## src/rtl/bictr_pkg.sv

```systemverilog
// bictr_pkg: shared FSM encoding and load polarity for the counter controller
package bictr_pkg;
   typedef enum logic [1:0] {IDLE, LOAD, RUN, DONE} state_e;
   localparam logic LOAD_ACTIVE = 1'b0;
endpackage

```

## src/rtl/bictr_dcnto_ctrl_if.sv

```systemverilog
// bictr_dcnto_ctrl_if: command/response handshake bundle of the counter controller
interface bictr_dcnto_ctrl_if #(parameter int WIDTH = 4);
   logic             cmd_valid;
   logic             cmd_ready;
   logic [WIDTH-1:0] cmd_start;
   logic [WIDTH-1:0] cmd_target;
   logic             cmd_up;
   logic             rsp_valid;
   logic             rsp_ready;
   logic [WIDTH-1:0] rsp_count;
   logic [WIDTH-1:0] rsp_steps;
   logic             rsp_abort;
   logic             rsp_err;
   modport master (
      output cmd_valid, cmd_start, cmd_target, cmd_up, rsp_ready,
      input  cmd_ready, rsp_valid, rsp_count, rsp_steps, rsp_abort, rsp_err
   );
   modport slave (
      input  cmd_valid, cmd_start, cmd_target, cmd_up, rsp_ready,
      output cmd_ready, rsp_valid, rsp_count, rsp_steps, rsp_abort, rsp_err
   );
endinterface

```

## src/rtl/bictr_sat_cnt.sv

```systemverilog
// bictr_sat_cnt: saturating up-counter with clear and enable
module bictr_sat_cnt #(
   parameter int W = 4
) (
   input  logic         clk,
   input  logic         reset,
   input  logic         clr,
   input  logic         en,
   output logic [W-1:0] q
);
   logic [W-1:0] cnt_q, cnt_d;
   // clear beats enable; the count sticks at all-ones
   always_comb cnt_d = clr ? '0 : (en && !(&cnt_q)) ? cnt_q + 1'b1 : cnt_q;
   // state register
   always_ff @(posedge clk or negedge reset)
      if (!reset) cnt_q <= '0;
      else cnt_q <= cnt_d;
   assign q = cnt_q;
endmodule

```

## src/rtl/bictr_dcnto_ctrl.sv

```systemverilog
// bictr_dcnto_ctrl: run-command driver for the up/down count-to counter; BICTR_CTRL_TIMEOUT_EN adds a RUN watchdog
import bictr_pkg::*;
module bictr_dcnto_ctrl #(
   parameter int WIDTH       = 4,
   parameter int TIMEOUT_CYC = 2**WIDTH + 2
) (
   input  logic              clk,
   input  logic              reset,
   bictr_dcnto_ctrl_if.slave bus,
   input  logic              abort,
   output logic              load,
   output logic              cen,
   output logic              up_dn,
   output logic [WIDTH-1:0]  data,
   output logic [WIDTH-1:0]  count_to,
   input  logic              tercnt,
   input  logic [WIDTH-1:0]  count
);
   typedef struct packed {
      logic [WIDTH-1:0] count;
      logic [WIDTH-1:0] steps;
      logic             abort;
      logic             err;
   } rsp_t;
   state_e           state_q, state_d;
   logic             load_q, load_d, up_dn_q, up_dn_d, rsp_valid_q, rsp_valid_d;
   logic [WIDTH-1:0] data_q, data_d, count_to_q, count_to_d, steps;
   rsp_t             rsp_q, rsp_d;
   logic             accept, run, timeout;
   assign run           = state_q == RUN;
   assign bus.cmd_ready = (state_q == IDLE) & reset;
   assign accept        = bus.cmd_valid & bus.cmd_ready;
   assign cen           = run & ~tercnt & ~abort & ~timeout;
   bictr_sat_cnt #(.W(WIDTH)) u_steps (
      .clk(clk), .reset(reset), .clr(accept), .en(cen), .q(steps)
   );
`ifdef BICTR_CTRL_TIMEOUT_EN
   localparam int WD_W = $clog2(TIMEOUT_CYC + 1);
   logic [WD_W-1:0] wd;
   bictr_sat_cnt #(.W(WD_W)) u_wd (
      .clk(clk), .reset(reset), .clr(!run), .en(run), .q(wd)
   );
   assign timeout = run && wd == WD_W'(TIMEOUT_CYC - 1);
`else
   assign timeout = 1'b0;
`endif
   // next state; the response is captured on the RUN exit, tercnt beating abort beating the watchdog
   always_comb begin
      state_d    = state_q;
      data_d     = data_q;
      count_to_d = count_to_q;
      up_dn_d    = up_dn_q;
      rsp_d      = rsp_q;
      if (accept) begin
         state_d    = LOAD;
         data_d     = bus.cmd_start;
         count_to_d = bus.cmd_target;
         up_dn_d    = bus.cmd_up;
      end else if (state_q == LOAD) state_d = RUN;
      else if (run && (tercnt || abort || timeout)) begin
         state_d = DONE;
         rsp_d   = '{count, steps, ~tercnt & abort, ~tercnt & ~abort & timeout};
      end else if (state_q == DONE && bus.rsp_ready) state_d = IDLE;
      load_d      = (state_d == LOAD) ? LOAD_ACTIVE : ~LOAD_ACTIVE;
      rsp_valid_d = state_d == DONE;
   end
   // FSM and registered outputs
   always_ff @(posedge clk or negedge reset)
      if (!reset) begin
         state_q     <= IDLE;
         load_q      <= ~LOAD_ACTIVE;
         up_dn_q     <= 1'b1;
         data_q      <= '0;
         count_to_q  <= '0;
         rsp_valid_q <= 1'b0;
         rsp_q       <= '0;
      end else begin
         state_q     <= state_d;
         load_q      <= load_d;
         up_dn_q     <= up_dn_d;
         data_q      <= data_d;
         count_to_q  <= count_to_d;
         rsp_valid_q <= rsp_valid_d;
         rsp_q       <= rsp_d;
      end
   assign load          = load_q;
   assign up_dn         = up_dn_q;
   assign data          = data_q;
   assign count_to      = count_to_q;
   assign bus.rsp_valid = rsp_valid_q;
   assign bus.rsp_count = rsp_q.count;
   assign bus.rsp_steps = rsp_q.steps;
   assign bus.rsp_abort = rsp_q.abort;
   assign bus.rsp_err   = rsp_q.err;
endmodule
```

## src/flat_wrapper.sv

```systemverilog
// flat-port wrapper written by rule: the top's interface ports become plain ports
module bictr_dcnto_ctrl_flat 
#(
   parameter int WIDTH       = 4,
   parameter int TIMEOUT_CYC = 2**WIDTH + 2
)
  (clk, reset, abort, load, cen, up_dn, data, count_to, tercnt, count, bus_cmd_valid, bus_cmd_start, bus_cmd_target, bus_cmd_up, bus_rsp_ready, bus_cmd_ready, bus_rsp_valid, bus_rsp_count, bus_rsp_steps, bus_rsp_abort, bus_rsp_err);
  bictr_dcnto_ctrl_if #(.WIDTH(WIDTH)) bus_i ();
  input  logic clk;
  input  logic reset;
  input  logic abort;
  output logic load;
  output logic cen;
  output logic up_dn;
  output logic [WIDTH-1:0] data;
  output logic [WIDTH-1:0] count_to;
  input  logic tercnt;
  input  logic [WIDTH-1:0] count;
  input wire logic [$bits(bus_i.cmd_valid)-1:0] bus_cmd_valid;
  input wire logic [$bits(bus_i.cmd_start)-1:0] bus_cmd_start;
  input wire logic [$bits(bus_i.cmd_target)-1:0] bus_cmd_target;
  input wire logic [$bits(bus_i.cmd_up)-1:0] bus_cmd_up;
  input wire logic [$bits(bus_i.rsp_ready)-1:0] bus_rsp_ready;
  output wire logic [$bits(bus_i.cmd_ready)-1:0] bus_cmd_ready;
  output wire logic [$bits(bus_i.rsp_valid)-1:0] bus_rsp_valid;
  output wire logic [$bits(bus_i.rsp_count)-1:0] bus_rsp_count;
  output wire logic [$bits(bus_i.rsp_steps)-1:0] bus_rsp_steps;
  output wire logic [$bits(bus_i.rsp_abort)-1:0] bus_rsp_abort;
  output wire logic [$bits(bus_i.rsp_err)-1:0] bus_rsp_err;
  assign bus_i.cmd_valid = bus_cmd_valid;
  assign bus_i.cmd_start = bus_cmd_start;
  assign bus_i.cmd_target = bus_cmd_target;
  assign bus_i.cmd_up = bus_cmd_up;
  assign bus_i.rsp_ready = bus_rsp_ready;
  assign bus_cmd_ready = bus_i.cmd_ready;
  assign bus_rsp_valid = bus_i.rsp_valid;
  assign bus_rsp_count = bus_i.rsp_count;
  assign bus_rsp_steps = bus_i.rsp_steps;
  assign bus_rsp_abort = bus_i.rsp_abort;
  assign bus_rsp_err = bus_i.rsp_err;
  bictr_dcnto_ctrl #(.WIDTH(WIDTH), .TIMEOUT_CYC(TIMEOUT_CYC)) u_core (.clk(clk), .reset(reset), .bus(bus_i), .abort(abort), .load(load), .cen(cen), .up_dn(up_dn), .data(data), .count_to(count_to), .tercnt(tercnt), .count(count));
endmodule
```

## config.mk

```make
export PLATFORM = sky130hd
export DESIGN_NAME = bictr_dcnto_ctrl_flat
export DESIGN_NICKNAME = d
export VERILOG_FILES = /design/src/rtl/bictr_pkg.sv /design/src/rtl/bictr_dcnto_ctrl_if.sv /design/src/rtl/bictr_sat_cnt.sv /design/src/rtl/bictr_dcnto_ctrl.sv /design/src/flat_wrapper.sv
export SDC_FILE = /design/constraint.sdc
export NUM_CORES = 1
export LEC_CHECK = 0
export ABC_AREA = 0
export BUFFER_PORTS_ARGS = -buffer_cell sky130_fd_sc_hd__buf_2
export CAP_MARGIN = 20
export CORE_UTILIZATION = 48
export CTS_CLUSTER_DIAMETER = 100
export DETAILED_ROUTE_END_ITERATION = 8
export GPL_ROUTABILITY_DRIVEN = 0
export PLACE_DENSITY = 0.79
export SLEW_MARGIN = 10
export SYNTH_ARGS = -nofsm -noshare
export SYNTH_HDL_FRONTEND = slang
export SYNTH_HIERARCHICAL = 1
export SYNTH_SLANG_ARGS = --single-unit
```

## constraint.sdc

```tcl
create_clock -name clk -period 3.84 [get_ports clk]
set_input_delay 1.152 -clock clk [delete_from_list [all_inputs] [get_ports clk]]
set_output_delay 1.152 -clock clk [all_outputs]
set_load 0.01 [all_outputs]
```

==> flow_summary.ini <==
[run_status]
outcome = finished, final reports clean

[timing]
max_clock_freq_mhz = 325.2
fin_tns_setup_ps = 0
rsz_0062_raised_after_global_routing = false
finalCriticalPeriod_ps = 3075
post-route-period-util_pct = 80.08
holdWs_ps = 502.4
finalWorstSetupSlack_ps = 765.1
final_hold_viol_count = 0
setup_violations = 0
slew_violations = 0
clock-skew-final_ps = 4.199

[yosys]
yosysTopAreaCell = sky130_fd_sc_hd__dfrtp_1
dominantRegCellSynth = sky130_fd_sc_hd__dfrtp_1
synth_simple_gate_area_share_pct = 13.33
average_instance_area_after_synthesis_um2 = 13.96
synth.ff_latch_count = 26
combinational_family_with_the_most_area_after_synthesis = multiplexers
synthMuxAreaShare_pct = 19.89
mappedNetlistNets = 98
yosysSeqAreaShare_pct = 60.00
async_flop_share_pct = 100.0
edff_count_synth = 0
synth_area_leaders = sky130_fd_sc_hd__dfrtp_1 (55%), sky130_fd_sc_hd__mux2_2 (10%), sky130_fd_sc_hd__mux2_1 (7.2%)
yosys.cell_count.top_type = sky130_fd_sc_hd__dfrtp_1
synth_area_in_compound_gates_pct = 3.218
yosysUniqueCellTypes = 28
synth-xor-area-share_pct = 0
synth_area_mm2 = 0.001089
synthTopCellsByCount = sky130_fd_sc_hd__dfrtp_1 (24), sky130_fd_sc_hd__mux2_2 (10), sky130_fd_sc_hd__mux2_1 (7), sky130_fd_sc_hd__a21oi_1 (4), sky130_fd_sc_hd__nor2_1 (4)
yosysWarningCount = 6
synthCells = 78
post_synth_fa_ha_maj_area_fraction_pct = 1.149
synth_largest_type_area_fraction_pct = 55.17

[global_routing]
grt_start_max_net_pins = 28
wire_length_of_the_first_global_routing_pass_um = 3394
grt_antenna_before_repair = 0
gr-total-overflow = 0
first_global_vias = 782
grt.total_usage_pct = 18.54

[power_and_ir_drop]
power.static_leakage_nw = 0.6716
power_per_cell_area_mw_per_mm2 = 738.1
vdd_ir_drop_max_mv = 0.4473
power.total_uw = 994.6

[die]
start_util_pct = 53.31
num_io_pins = 42
core_area_mm2 = 0.002042
dieWidth_um = 49.62
placement_rows = 16
die_h_um = 49.62
die_area_mm2 = 0.002462

[critical_path]
critPathLaunchType = input port
worstPathRequired_ps = 2690
timing.critical_path.cells = buf_2, nor3_1, buf_2
critPathKind = input port to primary output
timing.critical_path.fanout_max = 5
path_common_cell = sky130_fd_sc_hd__buf_2
path_delay_family = simple AND/OR/NAND/NOR gates
timing.critical_path.buf_inv = 2
critPathMaxStageDelay_ps = 430
crit_arrival_ps = 1920
setup.worst_path.end_class = primary output
worst_path_max_delay_cell = sky130_fd_sc_hd__nor3_1

[placed_design]
post-dp-hpwl_um = 1440
worst_setup_timing_slack_at_the_placement_stage_ps = 798.1
dpl.cell_count = 144
placement.io_buffers = 40
placed_area_mm2 = 0.001311

[clocking]
htreeDepth = 1
cts_sinks = 26
cts_hold_repair.buffers = 0
post_cts_resized = 0
insertion_delay_ps = 310
clk_path_buf_depth = 2
post_cts_buffers = 0
clock-root-buffer = sky130_fd_sc_hd__clkbuf_4
path_clk_slew_ps = 130
cts_made_buffers = 3
tritoncts = yes

[routing]
postRouteAntennaNets = 0
drcViolationCount = 0
avgRoutedWirePerCell_um = 13.30
vias_per_cell = 5.034
routed-via-count = 745
first_iteration_detailed_routing_drc_count = 5
drt-pass1-iter-count = 4
totalWireLength_um = 1968

[worst_hold_path]
worstHoldPathType = flop to flop

[layout]
finish.net_count = 142
finalNonFillerCells = 148
area.growth.synth_to_final_pct = 23.79
layout.cell_area.non_filler_mm2 = 0.001348
drive_above_1_share_pct = 52.07
num_antenna_cells = 0
layout.core_utilization_pct = 65.99

[run]
max-cap-violations = 0
[area by class of cell]
cell class	count	area, µm²
timing repair buffer	41	207.7
tap	27	33.78
multi-input combinational	49	412.9
sequential	26	653.1
fill	166	694.4
clock buffer	4	36.28
inverter	1	3.754
[cells in the final DEF, fill, tap and decap left out, drive strengths merged, types with 2 or more instances in the layout]
cell	netlist	final
buf	2	41
dfrtp	24	24
nor3	2	2
or2	2	2
a21oi	4	4
and3	3	3
nor2b	3	3
mux2	18	18
clkbuf	0	4
dfstp	2	2
nor2	5	5
nand2b	3	3
[layer usage]
metal  global-route usage, %  share of wire, %  vias up
met5                       0                 0        -
met2                   30.63                51       24
met3                   2.778               3.7        2
li1                        -                 -      352
met4                   7.619              0.71        0
met1                   24.29                45      367
[worst paths after layout]
check / from / to / slack (ps) / cells after the start
max in group asynchronous: reset / u_core/up_dn$_DFFE_PN1P_ / 2700 / 2
hold / removal: u_core/data[0]$_DFFE_PN0P_ / u_core/data[0]$_DFFE_PN0P_ / 500 / 1
min in group asynchronous: reset / u_core/bus.rsp_abort$_DFFE_PN0P_ / 850 / 2
setup reg to reg: u_core/state_q[0]$_DFF_PN0_ / u_core/u_steps/q[0]$_DFFE_PN0P_ / 2130 / 4
hold reg to reg: u_core/data[0]$_DFFE_PN0P_ / u_core/data[0]$_DFFE_PN0P_ / 500 / 1
setup / recovery: abort / cen / 770 / 3
[power by group]
part           switching (mW)  leakage (nW)  internal (mW)
registers              0.0752         0.315          0.401
logic                   0.182         0.336          0.201
clock network          0.0774        0.0210         0.0579
[state kept, by name, indices dropped and copies added, names as in the netlist]
name                  count
u_core/bus.rsp_abort      1
u_core/bus.rsp_count      4
u_core/bus.rsp_steps      4
u_core/bus.rsp_valid      1
u_core/count_to           4
u_core/data               4
u_core/load               1
u_core/state_q            2
u_core/u_steps/q          4
u_core/up_dn              1
[cell families after synthesis]
family                     after synthesis
other                                    1
buffers and inverters                    3
adders and majority gates                1
AOI/OAI and AO/OA                        6
muxes                                   19
DFF                                     26
and+or+nand+nor                         22
Note: power is estimated with default switching activity, not from simulation.
